File: src/rtl/uart_tx_arbiter_if.sv
// uart_tx_arbiter_if: requester and transmitter signals
// shared by the arbiter (master) and its environment (slave).
interface uart_tx_arbiter_if #(
  parameter int NUM_REQ    = 4,
  parameter int DATA_WIDTH = 8
);
  localparam int IW = $clog2(NUM_REQ);

  logic [NUM_REQ-1:0]            req;
  logic [NUM_REQ*DATA_WIDTH-1:0] req_data;
  logic [NUM_REQ-1:0]            ack;
  logic                          tx_done;
  logic                          send_data;
  logic [DATA_WIDTH-1:0]         tx_data;
  logic [IW-1:0]                 grant_id;
  logic                          busy;
  logic                          timeout_err;

  modport master (
    input  req, req_data, tx_done,
    output ack, send_data, tx_data,
    output grant_id, busy, timeout_err
  );

  modport slave (
    output req, req_data, tx_done,
    input  ack, send_data, tx_data,
    input  grant_id, busy, timeout_err
  );
endinterface

File: src/rtl/uart_tx_arbiter.sv
// uart_tx_arbiter: round-robin share of one UART transmitter,
// with inter-frame gap and a done watchdog.
module uart_tx_arbiter #(
  parameter int NUM_REQ        = 4,
  parameter int DATA_WIDTH     = 8,
  parameter int GAP_CYCLES     = 0,
  parameter int TIMEOUT_CYCLES = 65535
) (
  input  logic              clk,
  input  logic              rst,
  uart_tx_arbiter_if.master bus
);
  localparam int IW = $clog2(NUM_REQ);
  localparam int WW = $clog2(TIMEOUT_CYCLES + 1);
  localparam logic [WW-1:0] WD_MAX = WW'(TIMEOUT_CYCLES);
  localparam logic [7:0] GAP_LAST =
    (GAP_CYCLES > 0) ? 8'(GAP_CYCLES - 1) : 8'd0;

  typedef enum logic [1:0] {
    S_IDLE, S_LOAD, S_WAIT, S_GAP
  } state_t;

  state_t                r_state;
  state_t                w_state_nxt;
  logic [DATA_WIDTH-1:0] r_tx_data;
  logic [DATA_WIDTH-1:0] w_byte;
  logic [IW-1:0]         r_grant_id;
  logic [IW-1:0]         r_last_grant;
  logic [IW-1:0]         w_win;
  logic [WW-1:0]         r_wd;
  logic [WW-1:0]         w_wd_nxt;
  logic [WW-1:0]         w_wd_inc;
  logic [7:0]            r_gap;
  logic [7:0]            w_gap_nxt;
  logic                  r_timeout_err;
  logic                  w_found;
  logic                  w_grab;
  logic                  w_err_set;

  // Round-robin search starting just after the last winner.
  always_comb begin
    int            v_idx;
    logic [IW-1:0] v_sel;
    w_found = 1'b0;
    w_win   = '0;
    v_idx   = 0;
    v_sel   = '0;
    for (int k = 1; k <= NUM_REQ; k++) begin
      v_idx = (int'(r_last_grant) + k) % NUM_REQ;
      v_sel = IW'(v_idx);
      if (!w_found && bus.req[v_sel]) begin
        w_found = 1'b1;
        w_win   = v_sel;
      end
    end
  end

  // Pick the winner's byte out of the packed data bus.
  always_comb begin
    w_byte = '0;
    for (int i = 0; i < NUM_REQ; i++) begin
      if (w_win == IW'(i))
        w_byte = bus.req_data[i*DATA_WIDTH +: DATA_WIDTH];
    end
  end

  assign w_wd_inc = (r_wd == WD_MAX) ? r_wd : r_wd + 1'b1;

  // Next-state and counter updates; done beats watchdog expiry.
  always_comb begin
    w_state_nxt = r_state;
    w_wd_nxt    = r_wd;
    w_gap_nxt   = r_gap;
    w_grab      = 1'b0;
    w_err_set   = 1'b0;
    unique case (r_state)
      S_IDLE: begin
        if (w_found) begin
          w_grab      = 1'b1;
          w_state_nxt = S_LOAD;
        end
      end
      S_LOAD: begin
        w_wd_nxt    = '0;
        w_state_nxt = S_WAIT;
      end
      S_WAIT: begin
        w_wd_nxt = w_wd_inc;
        if (bus.tx_done) begin
          w_gap_nxt   = '0;
          w_state_nxt = (GAP_CYCLES > 0) ? S_GAP : S_IDLE;
        end else if (w_wd_inc == WD_MAX) begin
          w_err_set   = 1'b1;
          w_state_nxt = S_IDLE;
        end
      end
      S_GAP: begin
        if (r_gap == GAP_LAST) w_state_nxt = S_IDLE;
        else                   w_gap_nxt   = r_gap + 8'd1;
      end
      default: w_state_nxt = S_IDLE;
    endcase
  end

  // State, latched grant and counters.
  always_ff @(posedge clk) begin
    if (rst) begin
      r_state       <= S_IDLE;
      r_tx_data     <= '0;
      r_grant_id    <= '0;
      r_last_grant  <= IW'(NUM_REQ - 1);
      r_wd          <= '0;
      r_gap         <= '0;
      r_timeout_err <= 1'b0;
    end else begin
      r_state <= w_state_nxt;
      r_wd    <= w_wd_nxt;
      r_gap   <= w_gap_nxt;
      if (w_grab) begin
        r_tx_data    <= w_byte;
        r_grant_id   <= w_win;
        r_last_grant <= w_win;
      end
      if (w_err_set) r_timeout_err <= 1'b1;
    end
  end

  assign bus.send_data   = (r_state == S_LOAD);
  assign bus.ack         = (r_state == S_LOAD) ?
                           (NUM_REQ'(1) << r_grant_id) : '0;
  assign bus.tx_data     = r_tx_data;
  assign bus.grant_id    = r_grant_id;
  assign bus.busy        = (r_state != S_IDLE);
  assign bus.timeout_err = r_timeout_err;
endmodule

File: src/flat_wrapper.sv
// flat-port wrapper written by rule: the top's interface ports become plain ports
module uart_tx_arbiter_flat 
#(
  parameter int NUM_REQ        = 4,
  parameter int DATA_WIDTH     = 8,
  parameter int GAP_CYCLES     = 0,
  parameter int TIMEOUT_CYCLES = 65535
)
  (clk, rst, bus_req, bus_req_data, bus_tx_done, bus_ack, bus_send_data, bus_tx_data, bus_grant_id, bus_busy, bus_timeout_err);
  uart_tx_arbiter_if #(.NUM_REQ(NUM_REQ), .DATA_WIDTH(DATA_WIDTH)) bus_i ();
  input  logic clk;
  input  logic rst;
  input wire logic [$bits(bus_i.req)-1:0] bus_req;
  input wire logic [$bits(bus_i.req_data)-1:0] bus_req_data;
  input wire logic [$bits(bus_i.tx_done)-1:0] bus_tx_done;
  output wire logic [$bits(bus_i.ack)-1:0] bus_ack;
  output wire logic [$bits(bus_i.send_data)-1:0] bus_send_data;
  output wire logic [$bits(bus_i.tx_data)-1:0] bus_tx_data;
  output wire logic [$bits(bus_i.grant_id)-1:0] bus_grant_id;
  output wire logic [$bits(bus_i.busy)-1:0] bus_busy;
  output wire logic [$bits(bus_i.timeout_err)-1:0] bus_timeout_err;
  assign bus_i.req = bus_req;
  assign bus_i.req_data = bus_req_data;
  assign bus_i.tx_done = bus_tx_done;
  assign bus_ack = bus_i.ack;
  assign bus_send_data = bus_i.send_data;
  assign bus_tx_data = bus_i.tx_data;
  assign bus_grant_id = bus_i.grant_id;
  assign bus_busy = bus_i.busy;
  assign bus_timeout_err = bus_i.timeout_err;
  uart_tx_arbiter #(.NUM_REQ(NUM_REQ), .DATA_WIDTH(DATA_WIDTH), .GAP_CYCLES(GAP_CYCLES), .TIMEOUT_CYCLES(TIMEOUT_CYCLES)) u_core (.clk(clk), .rst(rst), .bus(bus_i));
endmodule
File: config.mk
export PLATFORM = sky130hd
export DESIGN_NAME = uart_tx_arbiter_flat
export DESIGN_NICKNAME = d
export VERILOG_FILES = /design/src/rtl/uart_tx_arbiter_if.sv /design/src/rtl/uart_tx_arbiter.sv /design/src/flat_wrapper.sv
export SDC_FILE = /design/constraint.sdc
export NUM_CORES = 1
export LEC_CHECK = 0
export ABC_CLOCK_PERIOD_IN_PS = 2900
export BUFFER_PORTS_ARGS = -buffer_cell sky130_fd_sc_hd__buf_4
export CORE_MARGIN = 2
export CORE_UTILIZATION = 54
export DETAILED_ROUTE_END_ITERATION = 10
export PLACE_DENSITY = 0.85
export SETUP_SLACK_MARGIN = 0.2
export SLEW_MARGIN = 20
export SYNTH_ARGS = -nofsm -noshare
export SYNTH_HDL_FRONTEND = slang
export SYNTH_SLANG_ARGS = --single-unit
export TNS_END_PERCENT = 5
File: constraint.sdc
create_clock -name clk -period 2.9 [get_ports clk]
set_input_delay 0.145 -clock clk [delete_from_list [all_inputs] [get_ports clk]]
set_output_delay 0.145 -clock clk [all_outputs]
set_load 0.05 [all_outputs]
Word-level counts from Yosys, hierarchy flattened
Cells that the tools add are included.
{"block": "totals", "reg_bits": 39}
{"block": "classes", "addsub": 6, "magnitude_cmp": 4, "eq_ne": 13, "n_shift": 1, "n_mux": 36, "n_reduce_logical": 14}
{"operator": "two-way mux 8 bit", "count": 6}
{"operator": "== test 16 bit, second input constant", "count": 2}
{"operator": "one-hot mux 16 bit (2 select lines)", "count": 1}
{"operator": "adder 16 x 1 -> 16 bit, second input constant", "count": 1}
{"operator": "two-way mux 16 bit", "count": 1}
{"operator": "two-way mux 2 bit", "count": 8}
{"operator": "one-hot mux 8 bit (2 select lines)", "count": 1}
{"operator": "two-way mux 1 bit", "count": 13}
{"operator": "< comparator 2 x 3 -> 1 bit, second input constant", "count": 4}
{"operator": "adder 8 x 1 -> 8 bit, second input constant", "count": 1}
{"operator": "binary-select mux 1 bit (select 2 bit)", "count": 4}
{"operator": "== test 2 bit, second input constant", "count": 4}
{"operator": "logical NOT 8 bit", "count": 1}
{"operator": "one-hot mux 2 bit (4 select lines)", "count": 1}
{"operator": "AND reduction 3 bit", "count": 2}
{"operator": "nonzero test 2 bit", "count": 3}
{"operator": "adder 2 x 1 -> 2 bit, second input constant", "count": 2}
{"operator": "adder 2 bit, second input constant", "count": 2}
{"operator": "== test 2 x 1 -> 1 bit, second input constant", "count": 2}
{"operator": "logical NOT 2 bit", "count": 2}
{"operator": "two-way mux 4 bit", "count": 1}
{"operator": "inequality test 2 x 1 -> 1 bit, second input constant", "count": 2}
{"operator": "inequality test 2 bit, second input constant", "count": 2}
{"operator": "<< shifter 1 x 2 -> 4 bit, first input constant", "count": 1}
{"operator": "3 further kinds", "count": 7}

Depth between registers and ports, before layout
Gate-level depths: netlist of the first run.
{"block": "logic_depth", "depth_word": 18, "ltp_mapped": 10, "ltp_nobuf": 10}

Worst setup path before layout of the first run
OpenSTA, ideal clock, no wires.
{"block": "synth_timing", "kind": "register -> register", "from": "register u_core.r_wd[0]", "to": "register u_core.r_state[1]", "setup_time_ns": 0.116, "t_arrival_ns": 2.412, "required_ns": 2.784, "setup_slack_ns": 0.372, "stages_incl_launch_ff": 10, "period_less_slack_ns": 2.528, "cell_sequence": "dfxtp_1 > ha_1 > nand2_1 > or3_4 > o21ai_0 > xnor2_1 > o2111ai_1 > o31ai_4 > a211oi_1 > a41o_1"}
{"block": "synth_between", "elab_chain_cells": 5}
{"element": "start: declaration", "line_no": "uart_tx_arbiter.sv:30", "text": "logic [WW-1:0] r_wd;"}
{"element": "start signal: assignment", "line_no": "uart_tx_arbiter.sv:117", "text": "r_wd <= w_wd_nxt;"}
{"element": "adder 16 x 1 -> 16 bit / == test 16 bit (equally long branches)", "line_no": "uart_tx_arbiter.sv:67", "text": "assign w_wd_inc = (r_wd == WD_MAX) ? r_wd : r_wd + 1'b1;"}
{"element": "two-way mux 16 bit *", "line_no": "uart_tx_arbiter.sv:67"}
{"element": "== test 16 bit *", "line_no": "uart_tx_arbiter.sv:92", "text": "end else if (w_wd_inc == WD_MAX) begin"}
{"element": "inequality test 3 x 2 -> 1 bit (no line) *"}
{"element": "AND reduction 3 bit (no line) *"}
{"element": "end signal: assignment", "line_no": "uart_tx_arbiter.sv:116", "text": "r_state <= w_state_nxt;"}
{"element": "end: declaration", "line_no": "uart_tx_arbiter.sv:23", "text": "state_t r_state;"}
Every way passes the cells marked *; elsewhere a longest branch is shown, timed or not.
A chain may end at the register's enable or synchronous reset.

Final worst setup path of the first run
Same ends and word-level chain as after synthesis.

==> out/results.ini, run 1 <==
[outcome]
status = finished clean

[final_layout]
instances_no_fill = 413
area_growth_pct = 22.8
nets = 407
drive_gt1_frac = 0.227
num_antenna_cells = 0
n_fill_cell = 372

[sta]
grt_setup_unrepaired = no
fin_tns_setup_ps = 0
fin_crit_sh = 0.885
relSlewSlack = 0.544
worstMarginPinSlew_ps = 684
report.final.hold_viol_count = 0
fin_crit_ps = 2570
setup_viol = 0
max_freq_mhz = 390
slew_viol_final = 0
whs_ps = 245
skew_ps = 7.85
finalWorstSetupSlack_ps = 334

[route]
wl_mm = 5.90
firstDrtPassIters = 4
ant_nets = 0
route.detailed.drc = 0
post_drt_wl_per_cell_um = 14.3
vias = 2419
avgViaCountPerCell = 5.86
drt_iter0_drc = 112

[placed_design]
placement.io_buffers = 55
placedCellCount = 406
place_ws_ps = 242
place_congestion = 0.916
place_hpwl_mm = 4.31

[synthesis]
yosysSeqAreaShare = 0.326
netlist_area_sq_um = 2400
yosysWarningCount = 0
yosys-top-cells-area = dfxtp_1, a211oi_1, a21oi_1
yosys.area.top_type = dfxtp_1
ys_dominant_reg_cell = dfxtp_1
syn_avg_cell_area_sq_um = 7.78
synth-seq-cells = 39
async_flop_share = 0
synth.distinct_cells = 50
syn-num-nets = 354
synth_top_area_frac = 0.326
synth_edf_count = 0
netlist_instances = 308

[worst_setup_path]
cp_cell_sequence = ha_2 > nand2_1 > or3_4 > nor2_4 > nand2_1 > a211o_1 > o31ai_4 > a211oi_1 > a41o_1
cp_max_fo = 8
cp.depth = 9
critPathCaptureType = flip-flop
path_class = reg -> reg
path_common_cell = nand2_1
crit_buf_inv = 0
critPathMaxStageDelay_ps = 460
worstReg2RegStart = u_core.r_wd[0]
crit_slowest_cell = or3_4
path_delay_family = compound AO/OA/AOI/OAI gates
ff2ff_path_depth = 9
required_ps = 3090
critPathLaunch = u_core.r_wd[0]
cp.arrival_ps = 2750
startpoint_type = flip-flop

[clocking]
cts_made_buffers = 5
clk_path_buf_depth = 2
root_buffer = clkbuf_8
clkSinkCount = 39
cts_tree = built
clkLatencyLatePin_ps = 290
cts.reportedPaths.clkPinSlew_ps = 80
cts_hold_buf = 0
htreeDepth = 2

[global_route]
grt-ovfl-total = 0
grt_start_max_net_pins = 34
grt_pass1_vias = 2253
grt_pass1_wl_mm = 9.78
antenna_found_initial = 0
grt_usage = 0.236

[floorplan]
io_pins = 56
fp-row-count = 24
core_sq_um = 4320
die_h_um = 70.6
die_w_um = 70.6
die_area_sq_um = 4990
initial_utilization = 0.554

[pwr]
peakVddDrop_uv = 337
p_leak_nw = 1.13
power.total_mw = 1.55
cellPowerDensity_nw_per_um2 = 528

[flow_run]
maxCapViolCount = 0

[min_path]
hp-class = in -> reg
hold_path_startpoint = rst
hold_depth = 2

layer usage:
metal  up-vias  share of wire  GRT usage
li1       1229              -          -
met1      1126           0.45      0.292
met2        55           0.50      0.420
met3         9          0.035     0.0399
met4         0          0.014     0.0692
met5         -              0          0
cell usage after synthesis, drive strengths merged (2+ instances only):
cell type,count
xnor2,4
nand2,37
a21oi,31
dfxtp,39
nand4,6
xor2,5
nor3b,2
nand3,12
nor2,40
a211oi,25
a311oi,3
and3,3
or2,2
or3,2
nand2b,2
or4,2
nor4,6
inv,9
mux2i,9
nor3,6
buf,2
a31oi,5
ha,7
o21ai,11
nor2b,9
clkbuf,12
final timing paths:
check	slack (ps)	to
max	330	u_core.r_state[1]
min	250	u_core.bus.tx_data[1]
max reg2reg	330	u_core.r_state[1]
min reg2reg	450	u_core.bus.timeout_err
final cells by class:
cell class                 instances  area [sq um]  area share
multi-input combinational        244          1500       0.508
sequential                        39           781       0.265
timing repair buffer              62           465       0.158
clock buffer                       6          72.6      0.0247
tap                               52          65.1      0.0221
inverter                           9          33.8      0.0115
clock inverter                     1          30.0      0.0102
through the flow:
stage	util	area (sq um)
floorplan	-	2400
global placement	0.654	2830
detailed placement	0.654	2830
CTS	0.678	2930
global route	0.681	2940
finish	0.681	2940
power breakdown:
part	internal [mW]	leakage (nW)	total, mW	switching, mW
Sequential	0.572	0.317	0.602	0.0301
Combinational	0.189	0.757	0.522	0.333
Clock	0.252	0.0513	0.429	0.177
Total	1.01	1.13	1.55	0.540
logic make-up after synthesis:
| kind of cell | after synthesis | share of synthesized area |
|---|---|---|
| buffers and inverters | 25 | 0.0569 |
| AO/OA/AOI/OAI | 86 | 0.236 |
| AND/OR/NAND/NOR | 133 | 0.275 |
| multiplexers | 9 | 0.0376 |
| adder cells (fa/ha/maj) | 7 | 0.0365 |
| flip-flops | 39 | 0.326 |
| XOR/XNOR | 9 | 0.0329 |
worst reg2reg max path: cells and delay by family (launching register included):
family | cells | cell delay (ps)
DFF | 1 | 420
and+or+nand+nor | 4 | 870
AOI/OAI and AO/OA | 4 | 930
adders and majority gates | 1 | 260
registers in the layout, summed over array words and instances (netlist names):
signal                  count
u_core.bus.grant_id         2
u_core.bus.tx_data          8
u_core.r_gap                8
u_core.r_state              2
u_core.r_last_grant         2
u_core.r_wd                16
u_core.bus.timeout_err      1
repair_timing:
action	4_1_cts	5_1_grt
setup endpoints to repair	0	3
buffers inserted	0	0
gates resized for setup	0	4
hold endpoints to repair	0	0
cells in the final DEF, fill, tap and decap left out, types with 6 or more instances in the layout:
cell | synthesis | routed
buf_4 | 0 | 62
ha_1 | 7 | 6
inv_1 | 9 | 9
nand2_1 | 37 | 37
nor4_1 | 6 | 6
nor3_1 | 6 | 6
nand3_1 | 12 | 12
mux2i_1 | 9 | 9
dfxtp_1 | 39 | 39
a21oi_1 | 30 | 29
a211oi_1 | 25 | 25
nor2_1 | 38 | 38
o21ai_0 | 11 | 10
nor2b_1 | 9 | 9
(Power assumes the default switching activity.)
==> inputs of run 2 (changes only) <==
--- a/config.mk
+++ b/config.mk
@@ -6,10 +6,10 @@
 export NUM_CORES = 1
 export LEC_CHECK = 0
-export ABC_CLOCK_PERIOD_IN_PS = 2900
+export ABC_CLOCK_PERIOD_IN_PS = 3000
 export BUFFER_PORTS_ARGS = -buffer_cell sky130_fd_sc_hd__buf_4
 export CORE_MARGIN = 2
-export CORE_UTILIZATION = 54
+export CORE_UTILIZATION = 55
 export DETAILED_ROUTE_END_ITERATION = 10
-export PLACE_DENSITY = 0.85
+export PLACE_DENSITY = 0.86
 export SETUP_SLACK_MARGIN = 0.2
 export SLEW_MARGIN = 20
==> constraint.sdc (replaced) <==
create_clock -name clk -period 3 [get_ports clk]
set_input_delay 0.15 -clock clk [delete_from_list [all_inputs] [get_ports clk]]
set_output_delay 0.15 -clock clk [all_outputs]
set_load 0.01 [all_outputs]
==> out/results.ini, run 2 (synthesis results as in run 1) <==
[pwr]
netSwitchingFraction = 0.324  ; was 0.348
cellPowerDensity_nw_per_um2 = 454  ; was 528 nW/um^2
power.total_mw = 1.32  ; was 1.55 mW
seq_power_share = 0.441  ; was 0.388
peakVddDrop_uv = 268  ; was 337 uV
comb_power_share = 0.297  ; was 0.336
switchingPower_uw = 428  ; was 540 uW
p_leak_nw = 1.10  ; was 1.13 nW
clkPwrFrac = 0.262  ; was 0.276
internal_power_uw = 893  ; was 1.01 mW

[worst_setup_path]
cp.arrival_ps = 2860  ; was 2750 ps
critPathCaptureType = flip-flop  ; unchanged
required_ps = 3180  ; was 3090 ps
crit_end = u_core.r_state[1]  ; unchanged
path_class = reg -> reg  ; unchanged
reg2reg_to = u_core.r_state[1]  ; unchanged
cp_cell_sequence = ha_2 > nand2_1 > or3_4 > o21ai_2 > xnor2_1 > o2111ai_1 > o31ai_4 > a211oi_1 > a41o_1  ; was ha_2 > nand2_1 > or3_4 > nor2_4 > nand2_1 > a211o_1 > o31ai_4 > a211oi_1 > a41o_1
crit_buf_inv = 0  ; unchanged
path_delay_family = compound AO/OA/AOI/OAI gates  ; unchanged
critPathMaxStageDelay_ps = 470  ; was 460 ps
ff2ff_path_depth = 9  ; unchanged
critPathLaunch = u_core.r_wd[0]  ; unchanged
worstReg2RegStart = u_core.r_wd[0]  ; unchanged
reg2reg_slack_ps = 330  ; about the same
startpoint_type = flip-flop  ; unchanged
crit_slowest_cell = or3_4  ; unchanged
cp.depth = 9  ; unchanged
cp_max_fo = 6  ; was 8

[route]
ant_nets = 0  ; unchanged
post_drt_wl_per_cell_um = 14.1  ; was 14.3 um
route.detailed.drc = 0  ; unchanged
wl_mm = 5.80  ; was 5.90 mm
vias = 2449  ; was 2419
avgViaCountPerCell = 5.96  ; was 5.86
firstDrtPassIters = 5  ; was 4
drt_iter0_drc = 160  ; was 112

[floorplan]
die_area_sq_um = 4900  ; was 4990 sq um
fp-row-count = 24  ; unchanged
core_sq_um = 4260  ; was 4320 sq um
io_pins = 56  ; unchanged
die_w_um = 70.0  ; was 70.6 um
die_h_um = 70.0  ; was 70.6 um
initial_utilization = 0.562  ; was 0.554

[outcome]
status = finished clean  ; unchanged

[clocking]
root_buffer = clkbuf_8  ; unchanged
clk_path_buf_depth = 2  ; unchanged
cts.reportedPaths.clkPinSlew_ps = 80  ; about the same
cts_hold_buf = 0  ; unchanged
clkSinkCount = 39  ; unchanged
htreeDepth = 2  ; unchanged
cts_made_buffers = 5  ; unchanged
clkLatencyLatePin_ps = 290  ; about the same
cts_tree = built  ; unchanged

[min_path]
hp-class = in -> reg  ; unchanged

[final_layout]
largest_register_ffs = 16  ; unchanged
nets = 404  ; was 407
num_antenna_cells = 0  ; unchanged
drive_gt1_frac = 0.226  ; was 0.227
post-route-util = 0.682  ; was 0.681
area_growth_pct = 21.3  ; was 22.8%
mostFrequentLayoutCells = buf_4, dfxtp_1, nor2_1  ; unchanged
instances_no_fill = 411  ; was 413
top_register = u_core.r_wd  ; unchanged
final_common_cell = buf_4  ; unchanged

[sta]
worstMarginPinSlew_ps = 676  ; was 684 ps
relSlewSlack = 0.549  ; was 0.544
slew_viol_final = 0  ; unchanged
setup_viol = 0  ; unchanged
report.final.hold_viol_count = 0  ; unchanged
finalWorstSetupSlack_ps = 327  ; was 334 ps
skew_ps = 9.74  ; was 7.85 ps
fin_tns_setup_ps = 0  ; unchanged
fin_crit_ps = 2670  ; was 2570 ps
fin_crit_sh = 0.891  ; was 0.885
grt_setup_unrepaired = no  ; unchanged
max_freq_mhz = 374  ; was 390 MHz

[global_route]
grt-ovfl-total = 0  ; unchanged
grt_pass1_vias = 2221  ; was 2253
antenna_found_initial = 0  ; unchanged
grt_usage = 0.229  ; was 0.236
grt_start_max_net_pins = 34  ; unchanged
grt_pass1_wl_mm = 9.45  ; was 9.78 mm

[flow_run]
maxCapViolCount = 0  ; unchanged

[placed_design]
place_congestion = 0.930  ; was 0.916
place_hpwl_mm = 4.14  ; was 4.31 mm
placement.io_buffers = 55  ; unchanged
placedCellCount = 403  ; was 406
place_ws_ps = 152  ; was 242 ps

[run 2: cell count changes in the layout (fill, tap and decap cells not counted)]
cell        delta
nor4_1         -1
nor4_2         +1
bufinv_16      -1
clkinvlp_4     +1
buf_4          -3
clkinv_2       +1
[run 2: how the worst min path moves through the flow]
stage / cells past startpoint / to / startpoint
floorplan: 2 / u_core.r_gap[0] / bus_tx_done
global placement: 2 / u_core.bus.timeout_err / u_core.bus.timeout_err
detailed placement: 2 / u_core.bus.timeout_err / u_core.bus.timeout_err
CTS: 2 / u_core.r_wd[7] / rst
global route: 2 / u_core.bus.tx_data[2] / rst
finish: 2 / u_core.bus.tx_data[4] / rst
[run 2: through the flow]
step / cell area, sq um / hold WS [ps]
4_1_cts: 2890 / 245
5_1_grt: 2910 / 271
3_3_place_gp: 2810 / 438
3_5_place_dp: 2810 / 450
6_report: 2910 / 245
2_1_floorplan: 2400 / 448
[run 2: cell type report]
| cell class | count | area, sq um |
|---|---|---|
| clock buffers | 6 | 72.6 |
| clock inverters | 2 | 12.5 |
| fillers | 375 | 1360 |
| inverters | 9 | 33.8 |
| multi-input cells | 244 | 1500 |
| flip-flops and latches | 39 | 781 |
| well taps | 52 | 65.1 |
| repair buffers | 59 | 443 |
[run 2: metal layers]
metal,track usage,routed length (um),up-vias
met3,0.0361,287,12
met2,0.396,2950,83
met4,0.0897,104,0
li1,-,-,1222
met5,0,0,-
met1,0.284,2460,1132
[run 2: power groups by stage]
stage / logic (mW) / registers, mW / clock network, mW
floorplan: 0.245 / 0.598 / 0
global placement: 0.383 / 0.592 / 0
detailed placement: 0.391 / 0.594 / 0
CTS: 0.394 / 0.582 / 0.351
global route: 0.434 / 0.588 / 0.368
finish: 0.393 / 0.583 / 0.346
[run 2: repair_timing]
item	in CTS	in global routing
endpoints found under the setup margin	1	2
gates resized for setup	1	4
pin swaps	0	0
buffers inserted	0	0
==> inputs of run 3 (changes only) <==
- MAX_ROUTING_LAYER: default -> met4
==> out/results.ini, run 3 (synthesis results as in run 1) <==
[global_route]
grt_pass1_vias = 2159  ; was 2221
grt-ovfl-total = 0  ; unchanged
grt_util_met2 = 0.390  ; was 0.396
grt_usage = 0.235  ; was 0.229
grt_most_used_layer = met2  ; unchanged
antenna_found_initial = 0  ; unchanged
grtUsageMet3 = 0.0418  ; was 0.0361
grt_start_max_net_pins = 34  ; unchanged
grtUsageMet1 = 0.287  ; was 0.284
grt_pass1_wl_mm = 9.29  ; was 9.45 mm

[floorplan]
initial_utilization = 0.562  ; unchanged
die_w_um = 70.0  ; unchanged
io_pins = 56  ; unchanged
die_h_um = 70.0  ; unchanged
die_area_sq_um = 4900  ; unchanged
core_sq_um = 4260  ; unchanged
fp-row-count = 24  ; unchanged

[route]
post_drt_wl_per_cell_um = 13.6  ; was 14.1 um
wl_mm = 5.61  ; was 5.80 mm
ant_nets = 0  ; unchanged
route.detailed.drc = 0  ; unchanged
avgViaCountPerCell = 5.89  ; was 5.96
firstDrtPassIters = 5  ; unchanged
vias = 2421  ; was 2449
drt_iter0_drc = 76  ; was 160

[final_layout]
drive_gt1_frac = 0.223  ; was 0.226
num_antenna_cells = 0  ; unchanged
final_area_sq_um = 2920  ; was 2910 sq um
mostFrequentLayoutCells = buf_4, dfxtp_1, nor2_1  ; unchanged
n_fill_cell = 358  ; was 375
area_growth_pct = 21.9  ; was 21.3%
largest_register_ffs = 16  ; unchanged
top_register = u_core.r_wd  ; unchanged
nets = 404  ; unchanged
final_common_cell = buf_4  ; unchanged

[sta]
slew_viol_final = 0  ; unchanged
skew_ps = 6.50  ; was 9.74 ps
fin_crit_ps = 2670  ; about the same
worstMarginPinSlew_ps = 649  ; was 676 ps
relSlewSlack = 0.567  ; was 0.549
fin_crit_sh = 0.890  ; was 0.891
report.final.hold_viol_count = 0  ; unchanged
max_freq_mhz = 374  ; about the same
fin_tns_setup_ps = 0  ; unchanged
grt_setup_unrepaired = no  ; unchanged
setup_viol = 0  ; unchanged

[pwr]
p_leak_nw = 1.12  ; was 1.10 nW
peakVddDrop_uv = 289  ; was 268 uV
cellPowerDensity_nw_per_um2 = 483  ; was 454 nW/um^2
power.total_mw = 1.41  ; was 1.32 mW

[outcome]
status = finished clean  ; unchanged

[placed_design]
placement.io_buffers = 55  ; unchanged
place_hpwl_mm = 4.16  ; was 4.14 mm
place_congestion = 0.952  ; was 0.930
place_area_sq_um = 2810  ; unchanged

[worst_setup_path]
critPathLaunch = u_core.r_wd[0]  ; unchanged
cp.arrival_ps = 2870  ; was 2860 ps
cp_max_fo = 6  ; unchanged
startpoint_type = flip-flop  ; unchanged
required_ps = 3200  ; was 3180 ps
worstReg2RegStart = u_core.r_wd[0]  ; unchanged
critPathCaptureType = flip-flop  ; unchanged
path_class = reg -> reg  ; unchanged

[clocking]
clkLatencyLatePin_ps = 300  ; was 290 ps
clk_path_buf_depth = 2  ; unchanged
cts_made_buffers = 5  ; unchanged
cts_tree = built  ; unchanged
cts.reportedPaths.clkPinSlew_ps = 80  ; about the same
root_buffer = clkbuf_8  ; unchanged
clkSinkCount = 39  ; unchanged
htreeDepth = 2  ; unchanged

[min_path]
hold_path_startpoint = rst  ; unchanged
hp-class = in -> reg  ; unchanged

[flow_run]
maxCapViolCount = 0  ; unchanged

-- run 3: critical path, cell delays in order, from the launching register on --
cell and delay, ps:
dfxtp_1 440, ha_2 280, nand2_1 130, nor3_1 370, nand2_1 200, a21boi_0 210, o21ai_0 250, o31ai_4 380
a211oi_1 110, a41o_1 210
-- run 3: area by class of cell --
class,instances,area (sq um),area share
clock inverter,3,43.8,0.0150
inverter,9,33.8,0.0116
clock buffer,5,68.8,0.0236
multi-input combinational,244,1490,0.509
sequential,39,781,0.267
tap,52,65.1,0.0223
timing repair buffer,59,443,0.152
-- run 3: metrics by stage --
| stage | std cells | hold WS [ps] | utilization | setup WS, ps |
|---|---|---|---|---|
| 6_report | 411 | 229 | 0.685 | 329 |
| 5_1_grt | 411 | 238 | 0.685 | 215 |
| 4_1_cts | 411 | 226 | 0.685 | 221 |
| 3_5_place_dp | 403 | 440 | 0.658 | 230 |
| 3_3_place_gp | 403 | 437 | 0.658 | 329 |
| 2_1_floorplan | 308 | 448 | - | 472 |
-- run 3: repair_timing --
| item | in CTS | in global routing |
|---|---|---|
| resized for setup | 0 | 2 |
| setup buffers | 0 | 0 |
| endpoints found under the setup margin | 0 | 2 |
| hold buffers | 0 | 0 |
-- run 3: where the power goes --
| group | total (mW) | internal (mW) | switching, mW |
|---|---|---|---|
| Sequential | 0.582 | 0.553 | 0.0288 |
| Clock | 0.437 | 0.247 | 0.190 |
| Combinational | 0.392 | 0.178 | 0.214 |
| Total | 1.41 | 0.978 | 0.433 |
-- run 3: metal layers --
layer,routed length [um],vias up
li1,-,1223
met1,2390,1110
met2,2840,75
met3,284,13
met4,91,0
met5,0,-
-- run 3: final timing paths --
| check | endpoint | slack (ps) | cells after the start |
|---|---|---|---|
| worst max-delay path | u_core.r_state[1] | 330 | 9 |
| worst min-delay path | u_core.bus.tx_data[3] | 230 | 2 |
| worst max register to register | u_core.r_state[1] | 330 | 9 |
| worst min register to register | u_core.bus.timeout_err | 450 | 2 |
